--- config.mk ---
export PLATFORM = sky130hd
export DESIGN_NAME = bundle_fetch_flat
export DESIGN_NICKNAME = d
export VERILOG_FILES = /design/src/rtl/bundle_fetch_if.sv /design/src/rtl/bundle_fetch.sv /design/src/flat_wrapper.sv
export SDC_FILE = /design/constraint.sdc
export NUM_CORES = 2
export LEC_CHECK = 0
export BUFFER_PORTS_ARGS = -buffer_cell sky130_fd_sc_hd__buf_2
export CAP_MARGIN = 10
export CORE_AREA = 2 2 303 305
export CTS_CLUSTER_DIAMETER = 120
export CTS_CLUSTER_SIZE = 12
export DETAILED_ROUTE_END_ITERATION = 7
export DIE_AREA = 0 0 305 307
export PLACE_DENSITY = 0.63
export SYNTH_ARGS = -nofsm -noshare
export SYNTH_HDL_FRONTEND = slang
export SYNTH_SLANG_ARGS = --single-unit
--- constraint.sdc ---
create_clock -name clk -period 3.6 [get_ports clk]
set_input_delay 0.72 -clock clk [delete_from_list [all_inputs] [get_ports clk]]
set_output_delay 0.72 -clock clk [all_outputs]
set_load 0.02 [all_outputs]
--- src/rtl/bundle_fetch_if.sv ---
// Fetch-side bus bundle: instruction-memory read port plus the bundle
// valid/ready handshake towards decode/issue.
interface bundle_fetch_if #(
  parameter int unsigned SLOTS = 10,
  parameter int unsigned IW    = 32
);
  logic                imem_rd_en;
  logic [31:0]         imem_addr;
  logic [SLOTS*IW-1:0] imem_rdata;
  logic                bundle_valid;
  logic                bundle_ready;
  logic [SLOTS*IW-1:0] bundle_data;
  logic [31:0]         bundle_pc;
  logic [SLOTS-1:0]    slot_valid;

  modport master (
    output imem_rd_en, imem_addr,
    input  imem_rdata,
    output bundle_valid, bundle_data, bundle_pc, slot_valid,
    input  bundle_ready
  );

  modport slave (
    input  imem_rd_en, imem_addr,
    output imem_rdata,
    input  bundle_valid, bundle_data, bundle_pc, slot_valid,
    output bundle_ready
  );
endinterface

--- src/rtl/bundle_fetch.sv ---
// VLIW instruction-bundle fetch: walks the bundle PC, reads imem with one-cycle
// latency into a 2-entry buffer and presents bundles over valid/ready.
module bundle_fetch #(
  parameter int unsigned SLOTS    = 10,
  parameter int unsigned IW       = 32,
  parameter logic [31:0] RESET_PC = '0
) (
  input  logic                  clk,
  input  logic                  rst,
  bundle_fetch_if.master        bus,
  input  logic                  redirect_valid,
  input  logic [31:0]           redirect_pc,
  input  logic                  halt,
  output logic [31:0]           fetch_count
);
  localparam int unsigned BW = SLOTS * IW;

  logic [31:0]   pc_q, pc_d;
  logic [BW-1:0] buf_data_q [2];
  logic [BW-1:0] buf_data_d [2];
  logic [31:0]   buf_pc_q [2];
  logic [31:0]   buf_pc_d [2];
  logic          rd_ptr_q, rd_ptr_d;
  logic [1:0]    count_q, count_d;
  logic          inflight_q, inflight_d;
  logic [31:0]   inflight_pc_q, inflight_pc_d;
  logic [31:0]   fetch_count_q, fetch_count_d;

  logic          head_valid;
  logic [BW-1:0] head_data;
  logic [31:0]   head_pc;
  logic [SLOTS-1:0] slots;
  logic          pop, push, issue, wr_ptr;
  logic [1:0]    occupancy;

  always_comb begin
    head_valid = (count_q != 2'd0);
    head_data  = head_valid ? buf_data_q[rd_ptr_q] : '0;
    head_pc    = head_valid ? buf_pc_q[rd_ptr_q] : '0;
    slots      = '0;
    for (int unsigned k = 0; k < SLOTS; k++)
      slots[k] = |head_data[BW-1-IW*k -: IW];
  end

  // A return landing in the redirect cycle is gated here; since no read issues
  // in that cycle, nothing stale can still be in flight afterwards.
  always_comb begin
    pop       = head_valid && bus.bundle_ready;
    push      = inflight_q && !redirect_valid;
    occupancy = count_q + {1'b0, inflight_q} - {1'b0, pop};
    issue     = !rst && !halt && !redirect_valid && (occupancy < 2'd2);
    wr_ptr    = rd_ptr_q ^ count_q[0];

    pc_d          = pc_q;
    buf_data_d    = buf_data_q;
    buf_pc_d      = buf_pc_q;
    rd_ptr_d      = rd_ptr_q;
    count_d       = count_q;
    inflight_d    = issue;
    inflight_pc_d = issue ? pc_q : inflight_pc_q;
    fetch_count_d = fetch_count_q + {31'b0, pop};

    if (redirect_valid) begin
      pc_d     = redirect_pc;
      count_d  = '0;
      rd_ptr_d = 1'b0;
    end else begin
      if (issue) pc_d = pc_q + 32'd1;
      if (push) begin
        buf_data_d[wr_ptr] = bus.imem_rdata;
        buf_pc_d[wr_ptr]   = inflight_pc_q;
      end
      if (pop) rd_ptr_d = ~rd_ptr_q;
      count_d = count_q + {1'b0, push} - {1'b0, pop};
    end
  end

  always_ff @(posedge clk) begin
    if (rst) begin
      pc_q          <= RESET_PC;
      buf_data_q    <= '{default: '0};
      buf_pc_q      <= '{default: '0};
      rd_ptr_q      <= 1'b0;
      count_q       <= '0;
      inflight_q    <= 1'b0;
      inflight_pc_q <= '0;
      fetch_count_q <= '0;
    end else begin
      pc_q          <= pc_d;
      buf_data_q    <= buf_data_d;
      buf_pc_q      <= buf_pc_d;
      rd_ptr_q      <= rd_ptr_d;
      count_q       <= count_d;
      inflight_q    <= inflight_d;
      inflight_pc_q <= inflight_pc_d;
      fetch_count_q <= fetch_count_d;
    end
  end

  assign bus.imem_rd_en   = issue;
  assign bus.imem_addr    = pc_q;
  assign bus.bundle_valid = head_valid;
  assign bus.bundle_data  = head_data;
  assign bus.bundle_pc    = head_pc;
  assign bus.slot_valid   = slots;
  assign fetch_count      = fetch_count_q;

  buffer_no_overflow: assert property (@(posedge clk) disable iff (rst)
    !(push && !pop && count_q == 2'd2));
endmodule
--- src/flat_wrapper.sv ---
// flat-port wrapper written by rule: the top's interface ports become plain ports
module bundle_fetch_flat 
#(
  parameter int unsigned SLOTS    = 10,
  parameter int unsigned IW       = 32,
  parameter logic [31:0] RESET_PC = '0
)
  (clk, rst, redirect_valid, redirect_pc, halt, fetch_count, bus_imem_rd_en, bus_imem_addr, bus_imem_rdata, bus_bundle_valid, bus_bundle_data, bus_bundle_pc, bus_slot_valid, bus_bundle_ready);
  bundle_fetch_if #(.SLOTS(SLOTS), .IW(IW)) bus_i ();
  input  logic clk;
  input  logic rst;
  input  logic redirect_valid;
  input  logic [31:0] redirect_pc;
  input  logic halt;
  output logic [31:0] fetch_count;
  output wire logic [$bits(bus_i.imem_rd_en)-1:0] bus_imem_rd_en;
  output wire logic [$bits(bus_i.imem_addr)-1:0] bus_imem_addr;
  input wire logic [$bits(bus_i.imem_rdata)-1:0] bus_imem_rdata;
  output wire logic [$bits(bus_i.bundle_valid)-1:0] bus_bundle_valid;
  output wire logic [$bits(bus_i.bundle_data)-1:0] bus_bundle_data;
  output wire logic [$bits(bus_i.bundle_pc)-1:0] bus_bundle_pc;
  output wire logic [$bits(bus_i.slot_valid)-1:0] bus_slot_valid;
  input wire logic [$bits(bus_i.bundle_ready)-1:0] bus_bundle_ready;
  assign bus_imem_rd_en = bus_i.imem_rd_en;
  assign bus_imem_addr = bus_i.imem_addr;
  assign bus_i.imem_rdata = bus_imem_rdata;
  assign bus_bundle_valid = bus_i.bundle_valid;
  assign bus_bundle_data = bus_i.bundle_data;
  assign bus_bundle_pc = bus_i.bundle_pc;
  assign bus_slot_valid = bus_i.slot_valid;
  assign bus_i.bundle_ready = bus_bundle_ready;
  bundle_fetch #(.SLOTS(SLOTS), .IW(IW), .RESET_PC(RESET_PC)) u_core (.clk(clk), .rst(rst), .bus(bus_i), .redirect_valid(redirect_valid), .redirect_pc(redirect_pc), .halt(halt), .fetch_count(fetch_count));
endmodule
# [Yosys cells after proc, flatten, opt, wreduce, memory -nomap -nowiden]
# Index checks and enable logic that the tools add are counted.
[classes] n_addsub=6 order_cmp=4 mux=16 bitwise_logic=5 reduce_logical=23
[op_table] cell="$mux W320" count=5
[op_table] cell="$bwmux W640" count=1
[op_table] cell="$demux W320 S1" count=1
[op_table] cell="$reduce_or A32 Y1" count=10
[op_table] cell="$mux W32" count=7
[op_table] cell="$bwmux W64" count=1
[op_table] cell="$add A32 B1 Y32" count=1
[op_table] cell="$add A32 B1 Y32 const B" count=1
[op_table] cell="$demux W32 S1" count=1
[op_table] cell="$logic_and A1 B1 Y1" count=6
[op_table] cell="$add A2 B1 Y2" count=2
[op_table] cell="$ge A2 B2 Y1 const B" count=2
[op_table] cell="$not A1 Y2" count=2
[op_table] cell="$reduce_bool A2 Y1" count=2
[op_table] cell="$sub A2 B1 Y2" count=2
[op_table] cell="$logic_not A1 Y1" count=3
[op_table] cell="$lt A2 B1 Y1 const B" count=1
[op_table] cell="$lt A2 B2 Y1 const B" count=1
[op_table] cell="$not A1 Y1" count=2
[op_table] cell="$reduce_and A2 Y1" count=1
[op_table] cell="$reduce_or A2 Y1" count=1
[op_table] cell="$xor A1 B1 Y1" count=1
[word_totals] reg_bits=804 inputBits=357 out_inout_bits=428 wordCells=64

# [Longest topological paths before layout]
[depth] ltp_word=7 mapped_depth=12 ltp_nobuf=9

# [Worst setup path before layout]
# Ideal clock, no wire load.
[synth_path] path_kind="input -> output" start="in bus_bundle_ready" end="out bus_imem_rd_en" arrival_ns=2.156 required_time_ns=2.880 setup_slack_ns=0.724 cell_stages=6 path_buffers=2 path_cell_list="and2b_1 mux2_2 nand3_1 clkbuf_1 buf_2 inv_1"
[synth_between] elab_chain_len=4
[synth_rtl] element="start: declaration" line_no="flat_wrapper.sv:23" rtl="input wire logic [$bits(bus_i.bundle_ready)-1:0] bus_bundle_ready;"
[synth_rtl] element="$logic_and A1 B1 Y1" line_no="bundle_fetch.sv:48" rtl="pop = head_valid && bus.bundle_ready;"
[synth_rtl] element="$sub A2 B1 Y2" line_no="bundle_fetch.sv:50" rtl="occupancy = count_q + {1'b0, inflight_q} - {1'b0, pop};"
[synth_rtl] element="$lt A2 B2 Y1" line_no="bundle_fetch.sv:51" rtl="issue = !rst && !halt && !redirect_valid && (occupancy < 2'd2);"
[synth_rtl] element="$logic_and A1 B1 Y1" line_no="bundle_fetch.sv:51"
[synth_rtl] element="end: declaration" line_no="flat_wrapper.sv:16" rtl="output wire logic [$bits(bus_i.imem_rd_en)-1:0] bus_imem_rd_en;"
# No other way between the ends.

# [Final worst setup path]
[layout_path] start="reg u_core.count_q[1]" end="out bus_slot_valid[6]"
[layout_between] elab_chain_len=3
[layout_rtl] element="start: declaration" line_no="bundle_fetch.sv:24" rtl="logic [1:0] count_q, count_d;"
[layout_rtl] element="start signal: assignment" line_no="bundle_fetch.sv:93" rtl="count_q <= count_d;"
[layout_rtl] element="$reduce_bool A2 Y1" line_no="bundle_fetch.sv:37" rtl="head_valid = (count_q != 2'd0);"
[layout_rtl] element="$mux W320" line_no="bundle_fetch.sv:38" rtl="head_data = head_valid ? buf_data_q[rd_ptr_q] : '0;"
[layout_rtl] element="$reduce_or A32 Y1" line_no="bundle_fetch.sv:42" rtl="slots[k] = |head_data[BW-1-IW*k -: IW];"
[layout_rtl] element="end: declaration" line_no="flat_wrapper.sv:22" rtl="output wire logic [$bits(bus_i.slot_valid)-1:0] bus_slot_valid;"
# No other way between the ends.

==> key figures <==
Run status
  – Status: completed

Power
  – PwrDens: 410 nW/um^2
  – VDD IR max: 280 uV
  – Leak Pwr: 15.2 nW
  – Total Power: between 15 and 20 mW

Worst setup path
  – CP cell instances: nor2_4 -> buf_12 -> buf_12 -> nor2_1 -> nor4_2 -> a31oi_1 -> buf_2
  – CP delay by family, top: simple AND/OR/NAND/NOR gates
  – Crit path kind: reg2out
  – Arrival @ worst endpoint: 2.74 ns
  – Max FO, Critical Path: 61
  – Slowest CP cell: dfxtp_1
  – Critical path data required time: 2.88 ns
  – CP peak stage delay: between 0.4 and 0.5 ns
  – CP dominant cell by count: buf_12
  – Crit end category: output pin
  – Worst R2R Path Depth: 6
  – WP buf/inv: 3
  – WP depth: 7
  – Crit start category: register

Timing
  – Period utilization: 0.960
  – Final Max Tran Viols: 0
  – Final hold slack: approximately 0.33 ns
  – Worst Tran Pin Value: around 1.2 ns
  – Final Skew: 0.0304 ns
  – Fin. Hold Viols: 0
  – Relative slew slack: 0.184
  – Finish-stage setup viols: 0
  – Tmin final: between 3 and 4 ns
  – Fmax: 289 MHz
  – Total negative slack: 0 ns
  – Unrepaired setup endpoints after global routing: no

Floorplan
  – Die H: 307 um
  – DIE AREA: 93600 sq um
  – Core area: roughly 91000 sq um
  – Initial core utilization: 0.390
  – Die Width: about 310 um
  – # rows: about 110
  – I/O pin cnt: 785

Yosys
  – Synth top cells by count: nand2_1 (1439), dfxtp_1 (804), a21oi_1 (727), nor2_1 (499), mux2i_1 (389)
  – Post-synth top area cell: dfxtp_1
  – Ys async rst share: 0
  – Area of the mapped netlist: 35300 sq um
  – Register bit count reported by yosys: 804
  – Yosys Warn Count: 0
  – Seq/Total Area, Yosys: 0.456
  – Count leader, synth: nand2_1
  – Syn_area_per_cell: ~7.6 sq um
  – Most used DFF post-synth: dfxtp_1
  – Netlist cell types: 57
  – Top cells by area, synth: dfxtp_1 (46%), nand2_1 (15%), mux2i_1 (11%), a21oi_1 (10%), nor2_1 (5.3%)
  – Post-synthesis net count: 5016
  – Share of the synthesized area in the top cell type: 0.456
  – Syn Inst Count: 4655
  – Post-synth EDFFs: 0

Placed design
  – Cell Area, Placed: roughly 40000 sq um
  – GP Congestion: 0.890
  – Port Buf Inserts: 784
  – DP Wirelength: 88300 um

Route
  – Initial DRC Count: 3201
  – Vias per cell: ~5.4
  – Top Layer Used: met5
  – Number of iterations in the first detailed-routing pass: 6
  – Metal2 WL: 60200 um
  – Post-route DRC: 0
  – Met1 WL: between 50000 and 60000 um
  – Vias: ~35k
  – Post-DR wirelength/cell: 19.5 um
  – DRT Wirelength: 126000 um
  – Antenna-violating nets left: 0
  – Met3 Wirelength: 8630 um

Global routing
  – Global route total overflow: 0
  – Initial antenna violation count: 32
  – Largest net degree at the start of global routing: 209
  – First-pass GRT wire length: 190000 um
  – All-Layer GR Usage: 0.254
  – Vias in the first global route: ~32k

Finish
  – Filler cells: 9117
  – Layout cell share with drive strength beyond 1: 0.188
  – Nets: 5627
  – Area growth syn-to-layout: 20.4%
  – Multi-input logic area: 17900 sq um
  – Final std cell area, no fill: 42500 sq um
  – Seq. cell area: 16100 sq um

Clocking
  – Worst skew pair latency: 0.63 ns
  – Num Clock Sinks: 804
  – Clock-pin slew on the worst setup and hold paths: 0.07 ns
  – H-tree lvl count: 3
  – Root buffer cell: clkbuf_16
  – Longest Clk Path Bufs: 3
  – CTS tree: built
  – CTS buffer count: between 70 and 80

Hold path
  – Min-Delay Path Depth: 3
  – Worst min path class: in2reg

Flow run
  – Max cap viols: 0
[layer usage]
layer	vias to the layer above	GRT usage
li1	16758	-
met1	16475	0.320
met2	1253	0.428
met3	253	0.0467
met4	26	0.106
met5	-	0
[path summary, 6_finish.rpt]
check	startpoint	to	slack, ns
min reg2reg	u_core.buf_data_q[9]	u_core.buf_data_q[9]	0.45
max	u_core.count_q[1]	bus_slot_valid[6]	0.14
min	bus_imem_rdata[54]	u_core.buf_data_q[54]	0.33
max reg2reg	u_core.rd_ptr_q	u_core.buf_data_q[186]	1.06
[logic make-up (layout without fill, tap and decap cells)]
family | Yosys count | in the layout | synth area share
other cells | 0 | 19 | 0
compound gates | 814 | 814 | 0.122
xor+xnor | 45 | 45 | 0.0112
simple gates | 2239 | 2239 | 0.259
buf+inv | 358 | 976 | 0.0400
flops | 804 | 804 | 0.456
mux | 391 | 391 | 0.111
fa+ha+maj | 4 | 4 | 0.00142
[stage by stage]
stage / utilization / std cells / setup WS (ns)
2_1_floorplan: - / 4655 / 0.724
3_3_place_gp: 0.445 / 6364 / 0.408
3_5_place_dp: 0.445 / 6364 / 0.397
4_1_cts: 0.468 / 6458 / 0.0286
5_1_grt: 0.469 / 6476 / 0.000586
6_report: 0.469 / 6478 / 0.143
[layout by cell type, fill, tap and decap left out, types with 3 or more instances in the layout]
cell	n
inv_1	12
xnor2_1	10
buf_2	783
mux2i_1	389
xor2_1	35
nor3_1	49
and2_1	4
nand2_1	1437
nor2_1	496
nor4b_1	10
o2111ai_1	3
o21ai_0	10
nand3_1	39
a21oi_1	727
nand4_1	42
o31ai_1	7
or4_1	8
a311oi_1	13
nor2_4	3
dfxtp_1	803
nor4_1	102
or2_2	3
a31oi_1	13
o22ai_1	12
clkbuf_16	78
diode_2	19
or3_1	8
o211ai_1	5
ha_1	4
buf_4	70
a211oi_1	12
buf_12	22
clkinv_8	3
and4_1	7
and3_1	9
[sequential cells by signal, indices dropped and copies added (netlist names)]
signal,cells
u_core.buf_data_q,640
u_core.buf_pc_q,64
u_core.bus.imem_addr,32
u_core.count_q,2
u_core.fetch_count,32
u_core.inflight_pc_q,32
u_core.inflight_q,1
u_core.rd_ptr_q,1
[report_power, final]
group | switching [mW] | internal [mW]
Clock | 3.41 | 3.87
Sequential | 0.130 | 9.01
Combinational | 0.661 | 0.370
Total | 4.20 | 13.2
[repair_timing]
| action | in CTS | in global routing |
|---|---|---|
| hold endpoints to repair | 0 | 0 |
| pin swaps | 0 | 1 |
| gates resized for setup | 0 | 3 |
| endpoints found under the setup margin | 17 | 2 |
| setup buffers | 8 | 1 |
| hold buffers | 0 | 0 |
[cell type report]
type / instances / area share
Multi-Input combinational cell: 3493 / 0.420
Sequential cell: 804 / 0.379
Timing Repair Buffer: 877 / 0.116
Clock buffer: 80 / 0.0463
Tap cell: 1186 / 0.0349
Clock inverter: 6 / 0.00171
Inverter: 13 / 0.00115
Antenna cell: 19 / 0.00112
[worst min-delay path, stage by stage]
cell and delay, ns:
buf_2 0.10, nand2_1 0.05, a21oi_1 0.05
No activity file was read; power rests on OpenSTA's default activity.
